### config.mk
export PLATFORM = sky130hd
export DESIGN_NAME = draw_arbiter
export DESIGN_NICKNAME = d
export VERILOG_FILES = /design/src/rtl/draw_arbiter.sv
export SDC_FILE = /design/constraint.sdc
export NUM_CORES = 1
export LEC_CHECK = 0
export ABC_AREA = 1
export ABC_CLOCK_PERIOD_IN_PS = 2400
export BUFFER_PORTS_ARGS = -buffer_cell sky130_fd_sc_hd__buf_2
export CORE_ASPECT_RATIO = 2
export CORE_MARGIN = 5
export CORE_UTILIZATION = 51
export DETAILED_ROUTE_END_ITERATION = 6
export GPL_TIMING_DRIVEN = 0
export PLACE_DENSITY_LB_ADDON = 0.1
export SYNTH_ARGS = -nofsm -noshare
export SYNTH_HDL_FRONTEND = slang
export SYNTH_SLANG_ARGS = --single-unit
### constraint.sdc
create_clock -name clk -period 2.4 [get_ports clk]
set_clock_uncertainty 0.2 [all_clocks]
set_input_delay 0.24 -clock clk [delete_from_list [all_inputs] [get_ports clk]]
set_output_delay 0.24 -clock clk [all_outputs]
set_load 0.1 [all_outputs]
### src/rtl/draw_arbiter.sv
// Round-robin arbiter that rasterises one requester's rectangle at a time into a pixel stream.
// Latency: LOAD the cycle after the request is seen, first pixel one cycle later, done after w*h pixels.
// Backpressure: none downstream; requesters hold req until done and wait while busy, with no pre-emption.
module draw_arbiter #(
  parameter int SCREEN_W = 160,
  parameter int SCREEN_H = 120
) (
  input  logic        clk,
  input  logic        resetn,
  input  logic [2:0]  req,
  input  logic [23:0] req_x,
  input  logic [20:0] req_y,
  input  logic [14:0] req_w,
  input  logic [14:0] req_h,
  input  logic [8:0]  req_col,
  output logic [2:0]  gnt,
  output logic [2:0]  done,
  output logic        plot,
  output logic [7:0]  x_out,
  output logic [6:0]  y_out,
  output logic [2:0]  colour_out,
  output logic        busy
);

  typedef enum logic [1:0] {
    IDLE = 2'd0,
    LOAD = 2'd1,
    DRAW = 2'd2,
    DONE = 2'd3
  } state_t;

  state_t      state;
  state_t      state_nxt;

  logic [1:0]  last_served;
  logic [1:0]  winner;
  logic [1:0]  rr_pick;
  logic [1:0]  cand0;
  logic [1:0]  cand1;
  logic [1:0]  cand2;

  // Latched rectangle of the requester being served.
  logic [7:0]  x0;
  logic [6:0]  y0;
  logic [4:0]  w0;
  logic [4:0]  h0;
  logic [2:0]  col0;

  // Winner's live operands, only meaningful in LOAD.
  logic [7:0]  sel_x;
  logic [6:0]  sel_y;
  logic [4:0]  sel_w;
  logic [4:0]  sel_h;
  logic [2:0]  sel_col;

  logic [4:0]  cx;
  logic [4:0]  cy;
  logic        last_col;
  logic        last_row;
  logic [8:0]  x_sum;
  logic [7:0]  y_sum;

  function automatic logic [1:0] next_idx(input logic [1:0] i);
    return (i == 2'd2) ? 2'd0 : i + 2'd1;
  endfunction

  // Round-robin pick: search starts just after the last requester served.
  always_comb begin
    cand0   = next_idx(last_served);
    cand1   = next_idx(cand0);
    cand2   = next_idx(cand1);
    rr_pick = cand2;
    if (req[cand0]) begin
      rr_pick = cand0;
    end else if (req[cand1]) begin
      rr_pick = cand1;
    end
  end

  // Mux out the winning requester's operand slices.
  always_comb begin
    sel_x   = req_x[7:0];
    sel_y   = req_y[6:0];
    sel_w   = req_w[4:0];
    sel_h   = req_h[4:0];
    sel_col = req_col[2:0];
    case (winner)
      2'd1: begin
        sel_x   = req_x[15:8];
        sel_y   = req_y[13:7];
        sel_w   = req_w[9:5];
        sel_h   = req_h[9:5];
        sel_col = req_col[5:3];
      end
      2'd2: begin
        sel_x   = req_x[23:16];
        sel_y   = req_y[20:14];
        sel_w   = req_w[14:10];
        sel_h   = req_h[14:10];
        sel_col = req_col[8:6];
      end
      default: ;
    endcase
  end

  // Raster position and end-of-row / end-of-rectangle detection.
  always_comb begin
    x_sum    = {1'b0, x0} + {4'b0, cx};
    y_sum    = {1'b0, y0} + {3'b0, cy};
    last_col = (cx == (w0 - 5'd1));
    last_row = (cy == (h0 - 5'd1));
  end

  // State register.
  always_ff @(posedge clk) begin
    if (!resetn) begin
      state <= IDLE;
    end else begin
      state <= state_nxt;
    end
  end

  // Next-state logic.
  always_comb begin
    state_nxt = state;
    case (state)
      IDLE: if (req != 3'b000) state_nxt = LOAD;
      LOAD: state_nxt = ((sel_w == 5'd0) || (sel_h == 5'd0)) ? DONE : DRAW;
      DRAW: if (last_col && last_row) state_nxt = DONE;
      DONE: state_nxt = IDLE;
      default: state_nxt = IDLE;
    endcase
  end

  // Arbitration bookkeeping, operand capture and raster counters.
  always_ff @(posedge clk) begin
    if (!resetn) begin
      last_served <= 2'd2;
      winner      <= 2'd0;
      x0          <= 8'd0;
      y0          <= 7'd0;
      w0          <= 5'd0;
      h0          <= 5'd0;
      col0        <= 3'd0;
      cx          <= 5'd0;
      cy          <= 5'd0;
    end else begin
      case (state)
        IDLE: begin
          if (req != 3'b000) winner <= rr_pick;
        end
        LOAD: begin
          x0   <= sel_x;
          y0   <= sel_y;
          w0   <= sel_w;
          h0   <= sel_h;
          col0 <= sel_col;
          cx   <= 5'd0;
          cy   <= 5'd0;
        end
        DRAW: begin
          if (last_col) begin
            cx <= 5'd0;
            if (!last_row) cy <= cy + 5'd1;
          end else begin
            cx <= cx + 5'd1;
          end
        end
        DONE: begin
          last_served <= winner;
        end
        default: ;
      endcase
    end
  end

  // Outputs decoded from state; clipped pixels keep their cycle but drop plot.
  always_comb begin
    gnt        = 3'b000;
    done       = 3'b000;
    plot       = 1'b0;
    x_out      = 8'd0;
    y_out      = 7'd0;
    colour_out = 3'd0;
    busy       = (state != IDLE);
    case (state)
      LOAD: gnt = 3'b001 << winner;
      DRAW: begin
        gnt        = 3'b001 << winner;
        plot       = (int'(x_sum) < SCREEN_W) && (int'(y_sum) < SCREEN_H);
        x_out      = x_sum[7:0];
        y_out      = y_sum[6:0];
        colour_out = col0;
      end
      DONE: done = 3'b001 << winner;
      default: ;
    endcase
  end

endmodule

==> metrics <==
unique cell type count in the Yosys netlist 29; most frequent CP cell inv_1; Area after DPL 4190 um2; Slowest cell on crit path dfxtp_1; CP bufs+invs 3; fin nets 810; final worst-path cycle share 111%; synth top area cells dfxtp_1 (26%), nand2_1 (17%), o21ai_0 (9.2%); worst path cell trace ha_4, nand2_1, inv_1, nand4_1, nand3_2, xor2_2, inv_1, nand3_1, nand2_2, nor2_4, buf_12; cell taking the most area after synthesis dfxtp_1; area of the core 6570 um2; Port Buf Inserts 113; Root Buffer clkbuf_16; final number of setup-violating endpoints 6; register area share after synthesis 25.7%; synthesized area 3420 um2; Final Max Tran Viols 0; design area 4870 um2; htree depth 2; Die ar. 8550 um2; WL met3 722 um; Pre-antenna DRT Iters 5; routed vias 4402; clk_lat worst skew 0.29 ns; Hold Crit Class in2reg; Syn-to-layout area delta 42.3%; vias in the first global route 4241; DR WL/cell 16.8 um; I/O pins 115; Detailed Place HPWL 9330 um; clock sink count 44; hold path startpoint req_col[2]; CP arrival 2.23 ns; status finished with violations; Setup CP Type reg2out; Antenna Cells 0; Pwr Total 0.00634 W; Final ANT Viol Nets 0; initial antenna violation count 0; RSZ-0062 raised after global routing yes; Worst-path clk slew 0.06 ns; post-synth top area share 25.7%; worst path required time 1.96 ns; DRT Wirelength 13200 um; metal2 WL 7230 um; worst r2r path cells 12; CP delay by family, top simple AND/OR/NAND/NOR gates; yosys warns 0; Max VDD drop 997 uV; CP max stage delay 0.38 ns; commonest cells after routing, fill and taps aside nand2_1 (153), buf_2 (97), inv_1 (62), o21ai_0 (61), nand3_1 (49); Reg2Reg Setup Slack 0.21 ns; Max clock buf depth 2; WL met1 4390 um; number of clock buffers inserted by TritonCTS 5; largest net degree at the start of global routing 20; Total GRT Usage 29.3%; Iteration-0 DRC Markers 392; Slew headroom 67.4%; hold_ws 0.0374 ns; hold path depth 3; die width 67.9 um; layout cells sized above 1 30.8%; Initial Util 52.1%; Final min period 2.67 ns; Worst R2R End cx[2]; maximum clock frequency 0.374 GHz; Gate Count Post-Synth 565; PwrDens 1300 nW/um2; CP Max Fanout 4; Die Ht 126 um; Routability Congestion 0.934; first-pass GRT wire length 19300 um; number of max-cap violations 0; Post-Syn Nets 677; Reg2Reg Launch Point w0[0]; GRT Residual Overflow 0; vias per inst 5.59; Slew @ Worst Pin 0.493 ns; syn_area_per_cell 6.06 um2; LEAKAGE 2.36 nW; crit end category primary output; DR DRC count 0; Hold Path End col0[2]; Worst setup SP type register; top sig layer met4; TritonCTS clock tree done; commonest non-fill, non-tap cell in the layout nand2_1; Fillers 519; Final WS setup -0.272 ns; violated checks setup timing; hold buffer count at CTS 0; # rows 42; final hold viol count 0; #FFs+latches synth 44
## area by class of cell
class | count | area (um2) | share of cell area, %
buffer | 24 | 118 | 2.41
sequential | 44 | 913 | 18.8
clock inverter | 2 | 38.8 | 0.796
multi-input combinational | 424 | 2430 | 50.0
clock buffer | 6 | 139 | 2.85
tap | 88 | 110 | 2.26
inverter | 70 | 263 | 5.39
timing repair buffer | 129 | 855 | 17.5
## worst reg2reg max path: cells and delay by family (launching register included)
family / cells / cell delay (ns)
DFF: 1 / 0.37
AOI/OAI and AO/OA: 1 / 0.32
and+or+nand+nor: 8 / 0.74
buffers and inverters: 2 / 0.10
adders and majority gates: 1 / 0.31
## cell families (layout without fill, tap and decap cells)
group	Yosys count	after routing	synth area share, %
XOR/XNOR	9	9	2.30
flip-flops	44	44	25.7
adder cells (fa/ha/maj)	23	23	8.85
buffers and inverters	97	231	11.1
AND/OR/NAND/NOR	270	270	33.4
AO/OA/AOI/OAI	122	122	18.6
## Yosys cell counts
| library cell | n |
|---|---|
| inv_1 | 64 |
| and3_1 | 1 |
| a31oi_1 | 4 |
| nor2_2 | 1 |
| clkbuf_1 | 15 |
| nor2_1 | 40 |
| o22ai_1 | 1 |
| buf_2 | 7 |
| fa_1 | 2 |
| buf_1 | 4 |
| xnor2_1 | 3 |
| ha_1 | 21 |
| o31ai_1 | 1 |
| or2_1 | 1 |
| nand2_1 | 156 |
| o21ai_0 | 63 |
| nand3_1 | 52 |
| a21oi_1 | 44 |
| nand2_2 | 1 |
| inv_2 | 6 |
| o21ai_1 | 7 |
| o21bai_4 | 1 |
| nor3_1 | 1 |
| o211ai_1 | 1 |
| buf_6 | 1 |
| xor2_1 | 6 |
| nand4_1 | 14 |
| dfxtp_1 | 44 |
| nand3_2 | 3 |
## routing by layer
layer  track usage [%]  up-vias
li1                  -     2113
met1              28.9     2025
met2              54.5      200
met3              4.72       64
met4              15.7        0
met5                 0        -
## flip-flops by register name (all words and copies together), names as in the netlist
signal       cells
last_served      2
w0               5
x0               8
winner           2
h0               5
y0               7
cy               5
cx               5
state            2
col0             3
## where the power goes
group / switching [W] / total [W] / internal, W / leakage (nW)
clock: 0.000285 / 0.000806 / 0.000521 / 0.0871
combinational: 0.00275 / 0.00419 / 0.00144 / 1.90
sequential: 0.000339 / 0.00135 / 0.00101 / 0.369
## through the flow
stage | worst slack, ns | util [%] | instances | setup TNS (ns)
finish | -0.272 | 74.2 | 787 | -0.594
global route | -0.321 | 74.2 | 787 | -1.11
CTS | -0.200 | 70.5 | 778 | -0.283
detailed placement | -0.362 | 63.7 | 766 | -1.64
global placement | -0.311 | 63.7 | 766 | -1.05
floorplan | -0.463 | - | 565 | -0.579
## worst max path at each step
stage / startpoint / end / depth (start not counted)
final: y0[4] / plot / 11
after global routing: y0[4] / plot / 11
after CTS: cx[0] / plot / 10
after detailed placement: cx[0] / plot / 10
after global placement: cx[0] / plot / 10
after floorplan: cx[0] / plot / 9
## timing repair
action | in CTS | in global routing
buffers inserted | 6 | 10
endpoints found under the setup margin | 26 | 23
resized for setup | 70 | 44
pin swaps | 13 | 18
(Power assumes the default switching activity.)
